===== src/rtl/fnd_display_scheduler_pkg.sv =====
// Shared types and constants for the FND display scheduler.
package fnd_display_scheduler_pkg;

  localparam int NUM_SRC = 4;
  localparam int SRC_W   = 2;
  localparam int DATA_W  = 8;

  typedef enum logic [1:0] {
    ST_IDLE   = 2'd0,
    ST_MANUAL = 2'd1,
    ST_AUTO   = 2'd2,
    ST_HOLD   = 2'd3
  } state_e;

  typedef logic [SRC_W-1:0]   src_t;
  typedef logic [NUM_SRC-1:0] src_mask_t;

  // Index of the lowest set bit; 0 when the vector is empty.
  function automatic src_t lowest_index(input src_mask_t vec);
    src_t idx;
    idx = '0;
    for (int i = NUM_SRC - 1; i >= 0; i--) begin
      if (vec[i]) idx = src_t'(i);
    end
    return idx;
  endfunction

  // One-hot mask for a source index.
  function automatic src_mask_t src_mask(input src_t idx);
    return src_mask_t'(1) << idx;
  endfunction

endpackage


===== src/rtl/fnd_tick_gen.sv =====
// Free-running prescaler: one-cycle tick every TICK_DIV clocks.
module fnd_tick_gen #(
  parameter int TICK_DIV = 100_000
) (
  input  logic clk,
  input  logic reset,
  output logic tick
);

  localparam int CNT_W = (TICK_DIV > 1) ? $clog2(TICK_DIV) : 1;

  logic [CNT_W-1:0] cnt_q, cnt_d;

  // Tick on the terminal count, then wrap to zero.
  always_comb begin
    // NOTE: every combinational output gets a default first so no latch is inferred.
    cnt_d = cnt_q + CNT_W'(1);
    tick  = 1'b0;
    if (cnt_q == CNT_W'(TICK_DIV - 1)) begin
      tick  = 1'b1;
      cnt_d = '0;
    end
  end

  // Prescaler register.
  always_ff @(posedge clk or negedge reset) begin
    // NOTE: sequential state uses non-blocking assignments so all flops update together.
    if (!reset) cnt_q <= '0;
    else        cnt_q <= cnt_d;
  end

endmodule


===== src/rtl/fnd_display_scheduler.sv =====
// Chooses which of four register sources drives the FND and for how long:
// manual one-hot select, timed round-robin, and change-triggered hold.
module fnd_display_scheduler
  import fnd_display_scheduler_pkg::*;
#(
  parameter int TICK_DIV = 100_000,
  parameter int DWELL_MS = 1000,
  parameter int HOLD_MS  = 2000
) (
  input  logic              clk,
  input  logic              reset,
  input  logic [3:0]        sw,
  input  logic              auto_en,
  input  logic [DATA_W-1:0] slv_reg0,
  input  logic [DATA_W-1:0] slv_reg1,
  input  logic [DATA_W-1:0] slv_reg2,
  input  logic [DATA_W-1:0] slv_reg3,
  output logic [DATA_W-1:0] disp_value,
  output logic [SRC_W-1:0]  disp_src,
  output logic              disp_valid,
  output logic              disp_hold
);

  localparam int DWELL_W = $clog2(DWELL_MS + 1);
  localparam int HOLD_W  = $clog2(HOLD_MS + 1);

  logic                           ms_tick;
  logic [NUM_SRC-1:0][DATA_W-1:0] regs;
  logic [NUM_SRC-1:0][DATA_W-1:0] prev_q;
  logic                           prime_q;
  src_mask_t                      chg;

  state_e                         state_q, state_d;
  src_t                           src_q, src_d;
  logic [DWELL_W-1:0]             dwell_q, dwell_d;
  logic [HOLD_W-1:0]              hold_q, hold_d;
  src_mask_t                      pending_q, pending_d;

  src_mask_t                      pend_eff;
  src_mask_t                      held_mask;
  logic                           dwell_last;
  logic                           hold_last;

  logic [DATA_W-1:0]              disp_value_q, disp_value_d;
  src_t                           disp_src_q, disp_src_d;
  logic                           disp_valid_q, disp_valid_d;
  logic                           disp_hold_q, disp_hold_d;

  fnd_tick_gen #(
    .TICK_DIV (TICK_DIV)
  ) u_tick_gen (
    .clk   (clk),
    .reset (reset),
    .tick  (ms_tick)
  );

  assign regs = {slv_reg3, slv_reg2, slv_reg1, slv_reg0};

  // Per-source change flags; suppressed on the first cycle after reset
  // because prev has not yet been loaded with real register values.
  always_comb begin
    chg = '0;
    for (int i = 0; i < NUM_SRC; i++) begin
      chg[i] = prime_q && (regs[i] != prev_q[i]);
    end
  end

  // Snapshot of all sources, compared against next cycle's values.
  always_ff @(posedge clk or negedge reset) begin
    // NOTE: this small register array is reset so the post-reset state is fully defined.
    if (!reset) begin
      prev_q  <= '0;
      prime_q <= 1'b0;
    end else begin
      prev_q  <= regs;
      prime_q <= 1'b1;
    end
  end

  assign dwell_last = (dwell_q == DWELL_W'(DWELL_MS - 1));
  assign hold_last  = (hold_q  == HOLD_W'(HOLD_MS - 1));

  // Mode decode and scheduler next state. Changes seen this cycle are
  // merged combinationally so a preemption shows on the very next clock.
  always_comb begin
    state_d   = state_q;
    src_d     = src_q;
    dwell_d   = dwell_q;
    hold_d    = hold_q;
    pending_d = pending_q;
    pend_eff  = pending_q;
    held_mask = src_mask(src_q);

    if ($onehot(sw)) begin
      state_d   = ST_MANUAL;
      src_d     = lowest_index(sw);
      dwell_d   = '0;
      hold_d    = '0;
      pending_d = '0;
    end else if ((sw != 4'b0000) || !auto_en) begin
      state_d   = ST_IDLE;
      src_d     = '0;
      dwell_d   = '0;
      hold_d    = '0;
      pending_d = '0;
    end else begin
      unique case (state_q)
        ST_IDLE, ST_MANUAL: begin
          state_d   = ST_AUTO;
          src_d     = '0;
          dwell_d   = '0;
          hold_d    = '0;
          pending_d = '0;
        end
        ST_AUTO: begin
          pend_eff  = pending_q | chg;
          pending_d = pend_eff;
          if (pend_eff != '0) begin
            state_d   = ST_HOLD;
            src_d     = lowest_index(pend_eff);
            pending_d = pend_eff & ~src_mask(lowest_index(pend_eff));
            hold_d    = '0;
          end else if (ms_tick) begin
            if (dwell_last) begin
              src_d   = src_t'(src_q + 1'b1);
              dwell_d = '0;
            end else begin
              dwell_d = dwell_q + DWELL_W'(1);
            end
          end
        end
        ST_HOLD: begin
          // A change on the held source only extends the hold.
          pend_eff  = pending_q | (chg & ~held_mask);
          pending_d = pend_eff;
          if ((chg & held_mask) != '0) begin
            hold_d = '0;
          end else if (ms_tick) begin
            if (hold_last) begin
              if (pend_eff != '0) begin
                src_d     = lowest_index(pend_eff);
                pending_d = pend_eff & ~src_mask(lowest_index(pend_eff));
                hold_d    = '0;
              end else begin
                state_d = ST_AUTO;
                src_d   = src_t'(src_q + 1'b1);
                dwell_d = '0;
              end
            end else begin
              hold_d = hold_q + HOLD_W'(1);
            end
          end
        end
        default: state_d = ST_IDLE;
      endcase
    end
  end

  // Scheduler state registers.
  always_ff @(posedge clk or negedge reset) begin
    if (!reset) begin
      state_q   <= ST_IDLE;
      src_q     <= '0;
      dwell_q   <= '0;
      hold_q    <= '0;
      pending_q <= '0;
    end else begin
      state_q   <= state_d;
      src_q     <= src_d;
      dwell_q   <= dwell_d;
      hold_q    <= hold_d;
      pending_q <= pending_d;
    end
  end

  // Output values derived from the state being entered; blank when idle.
  always_comb begin
    disp_value_d = '0;
    disp_src_d   = '0;
    disp_valid_d = 1'b0;
    disp_hold_d  = 1'b0;
    if (state_d != ST_IDLE) begin
      disp_value_d = regs[src_d];
      disp_src_d   = src_d;
      disp_valid_d = 1'b1;
      disp_hold_d  = (state_d == ST_HOLD);
    end
  end

  // Registered outputs towards the FND scan controller.
  always_ff @(posedge clk or negedge reset) begin
    if (!reset) begin
      disp_value_q <= '0;
      disp_src_q   <= '0;
      disp_valid_q <= 1'b0;
      disp_hold_q  <= 1'b0;
    end else begin
      disp_value_q <= disp_value_d;
      disp_src_q   <= disp_src_d;
      disp_valid_q <= disp_valid_d;
      disp_hold_q  <= disp_hold_d;
    end
  end

  assign disp_value = disp_value_q;
  assign disp_src   = disp_src_q;
  assign disp_valid = disp_valid_q;
  assign disp_hold  = disp_hold_q;

endmodule


===== config.mk =====
export PLATFORM = sky130hd
export DESIGN_NAME = fnd_display_scheduler
export DESIGN_NICKNAME = d
export VERILOG_FILES = /design/src/rtl/fnd_display_scheduler_pkg.sv /design/src/rtl/fnd_tick_gen.sv /design/src/rtl/fnd_display_scheduler.sv
export SDC_FILE = /design/constraint.sdc
export NUM_CORES = 1
export LEC_CHECK = 0
export CORE_AREA = 5 5 126 104
export DETAILED_ROUTE_END_ITERATION = 6
export DIE_AREA = 0 0 131 109
export PLACE_DENSITY = 0.68
export SLEW_MARGIN = 20
export SYNTH_ARGS = -nofsm -noshare
export SYNTH_HDL_FRONTEND = slang
export SYNTH_SLANG_ARGS = --single-unit
export TNS_END_PERCENT = 10

===== constraint.sdc =====
create_clock -name clk -period 3.55 [get_ports clk]
set_clock_uncertainty 0.05 [all_clocks]
set_input_delay 0.71 -clock clk [delete_from_list [all_inputs] [get_ports clk]]
set_output_delay 0.71 -clock clk [all_outputs]
set_load 0.02 [all_outputs]

==> impl_metrics.ini <==
[outcome]
status = complete, no violations

[timing]
whs_ns = 0.273
post-route-period-util = 0.960
setup_tns_ns = 0
setup_viol = 0
period_needed_ns = 3.41
slew_viol_final = 0
tightest_slew_ns = 0.751
grt_setup_unrepaired = true
slew-limit-headroom = 0.494
fmaxAchievable_mhz = 293
hold_viol = 0

[cells_and_area]
final_util = 0.547
fill_cells = 995
drive_gt1_frac = 0.231
final_cells = 744
fin_nets = 637
multiInputGateArea_mm2 = 0.00240
regArea_mm2 = 0.00228
antennaDiodeCount = 0
syn_to_final_growth_pct = 37.4

[floorplanning]
die-width_um = 131
fp.dieH_um = 109
dieArea_mm2 = 0.0143
initial_core_util = 0.398
core_area_mm2 = 0.0118
io_pins = 51
rows = 36

[worst_setup_path]
crit_family = compound AO/OA/AOI/OAI gates
startpoint_type = input port
endpoint_kind = flip-flop
cp_data_required_time_ns = 3.74
crit_slowest_cell = clkdlybuf4s50_1
worst-path-buf-inv = 5
cpPeakStageDelay_ns = 0.43
cp_max_fo = 16
path_cells = clkdlybuf4s50_1 -> xor2_1 -> nor4_2 -> buf_4 -> a21oi_1 -> a2111o_1 -> buf_4 -> a311oi_2 -> a311oi_2 -> nand2_2 -> buf_6 -> buf_16 -> nand3_1 -> a221oi_1
arrival_ns = 3.60
path_class = input port to flip-flop

[drt]
drt-total-wl_mm = 11.8
route.detailed.drc = 0
drtAntennaViolNets = 0
wl_per_cell_um = 15.9
first_pass_iters = 5
drt_iter0_markers = 232
route.vias.total = 4026
via_per_inst = 5.41

[place]
io_buffers = 50
dpl.hpwl_mm = 8.32
globalplace.congestion = 0.908
dp_cells = 717

[power]
vdd_drop_max_v = 0.000275
power_uw = 2600
p_per_area_mw_per_mm2 = 402
leakagePower_uw = 0.00278

[clock_tree]
clk_path_buf_depth = 2
clk_pin_slew_ns = 0.06
root_buffer = clkbuf_16
cts_tree = yes
clk_latency_ns = 0.34
htreeDepth = 3
cts.sinks = 91
cts_buffers = 9

[synthesis]
synth_edf_count = 0
synth_top_cell_by_area = dfrtp_1
seq_area_frac_synth = 0.484
synth_nets = 514
ys_warn_count = 0
synth_top_area_share = 0.484
synth_area_leaders = dfrtp_1, xor2_1, a211oi_1
synthArstFlopShare = 1.00
syn_area_mm2 = 0.00470
avgSynthCellArea_um2 = 10.1
synthCells = 464
synth_cell_types = 58
synth-seq-cells = 91
ys.flop_type = dfrtp_1

[global_routing]
grt_usage = 0.173
grt_antenna_before_repair = 0
grt_pass1_vias = 4027
grt_pass1_wl_mm = 19.4
grt_start_max_net_pins = 38
grt_overflow = 0

[job]
maxCapViolCount = 0

[worst_hold_path]
hold_path_class = input port to asynchronous set/reset pin
## worst paths after layout
path / slack [ns] / endpoint / depth (start not counted) / startpoint
min in group clk: 0.42 / dwell_q[9] / 1 / dwell_q[9]
hold / removal: 0.27 / dwell_q[0] / 1 / reset
max in group asynchronous: 2.42 / prev_q[11] / 2 / reset
setup / recovery: 0.14 / disp_value[2] / 14 / slv_reg0[6]
hold reg to reg: 0.42 / dwell_q[9] / 1 / dwell_q[9]
setup reg to reg: 0.49 / disp_value[0] / 11 / dwell_q[0]
## flip-flops by register name, summed over array words and instances (netlist names)
register	cells
prev_q	32
hold_q	11
disp_src	2
disp_value	8
dwell_q	10
state_q	2
u_tick_gen.cnt_q	17
src_q	2
prime_q	1
disp_hold	1
disp_valid	1
pending_q	4
## cells by family (layout without fill, tap and decap cells)
group,Yosys count,after routing,share of synthesized area
buffers and inverters,34,162,0.0341
XOR/XNOR,45,45,0.0838
flip-flops,91,91,0.484
AO/OA/AOI/OAI,113,113,0.158
multiplexers,1,1,0.00213
AND/OR/NAND/NOR,168,168,0.206
adder cells (fa/ha/maj),11,11,0.0309
other,1,1,0.000798
## synthesized netlist by cell type, types with 5 or more instances
cell type,n
nor2_1,37
and3_1,12
o21ai_0,25
o31ai_1,7
xnor2_1,6
nand2_1,28
buf_2,6
a21oi_1,18
ha_1,10
dfrtp_1,91
nand2b_1,11
a211oi_1,24
nor4_2,6
inv_1,18
o21ai_1,7
and4_1,5
clkbuf_1,5
nand3_1,26
a31oi_1,10
nand4_1,5
xor2_1,39
nor4_1,5
## metrics by stage
stage          cell area (um^2)  setup WS [ns]
6_report                   6460          0.141
5_1_grt                    6460        -0.0319
4_1_cts                    6420         0.0266
3_5_place_dp               5810         -0.544
3_3_place_gp               5810         -0.391
2_1_floorplan              4700          0.125
## routing by layer
metal	share of wire	wire, um	track usage
met1	0.46	5470	0.239
met2	0.48	5720	0.277
met3	0.040	476	0.0328
met4	0.015	180	0.0529
met5	0	0	0
## power by group
part / total [uW] / switching, uW / leakage [uW] / internal [uW]
Clock: 1100 / 410 / 0.000167 / 694
Combinational: 395 / 202 / 0.00144 / 193
Sequential: 1100 / 22.9 / 0.00117 / 1080
## layout make-up
cell class              count  share of cell area
multi-input cells         339               0.372
inverters                  19              0.0118
flip-flops and latches     91               0.353
well taps                 152              0.0294
clock buffers               9              0.0349
repair buffers            127               0.181
clock inverters             7              0.0192
## cells in the final DEF (no fill, tap or decap), drive strengths merged, types with 2 or more instances in the layout
master / n
dfrtp: 91
buf: 77
clkdlybuf4s50: 46
xor2: 39
nor2: 37
o21ai: 32
nand2: 28
nand3: 26
a211oi: 24
inv: 21
a21oi: 18
and3: 12
nor4: 12
nand2b: 11
a31oi: 10
ha: 10
clkbuf: 9
o31ai: 7
xnor2: 6
and4: 5
nand4: 5
nor4b: 4
o21a: 4
or4: 4
and2: 4
a311oi: 4
nor4bb: 3
or3: 3
nor2b: 3
bufinv: 3
dlygate4sd2: 3
or2: 3
and4b: 2
nor3: 2
a211o: 2
a2111oi: 2
## what timing repair did
item	4_1_cts	5_1_grt
setup endpoints to repair	15	11
gates cloned	3	0
resized for setup	36	9
hold buffers	0	0
setup buffers	7	1
pin swaps	12	5
endpoints found under the hold margin	0	0
(Power assumes the default switching activity.)
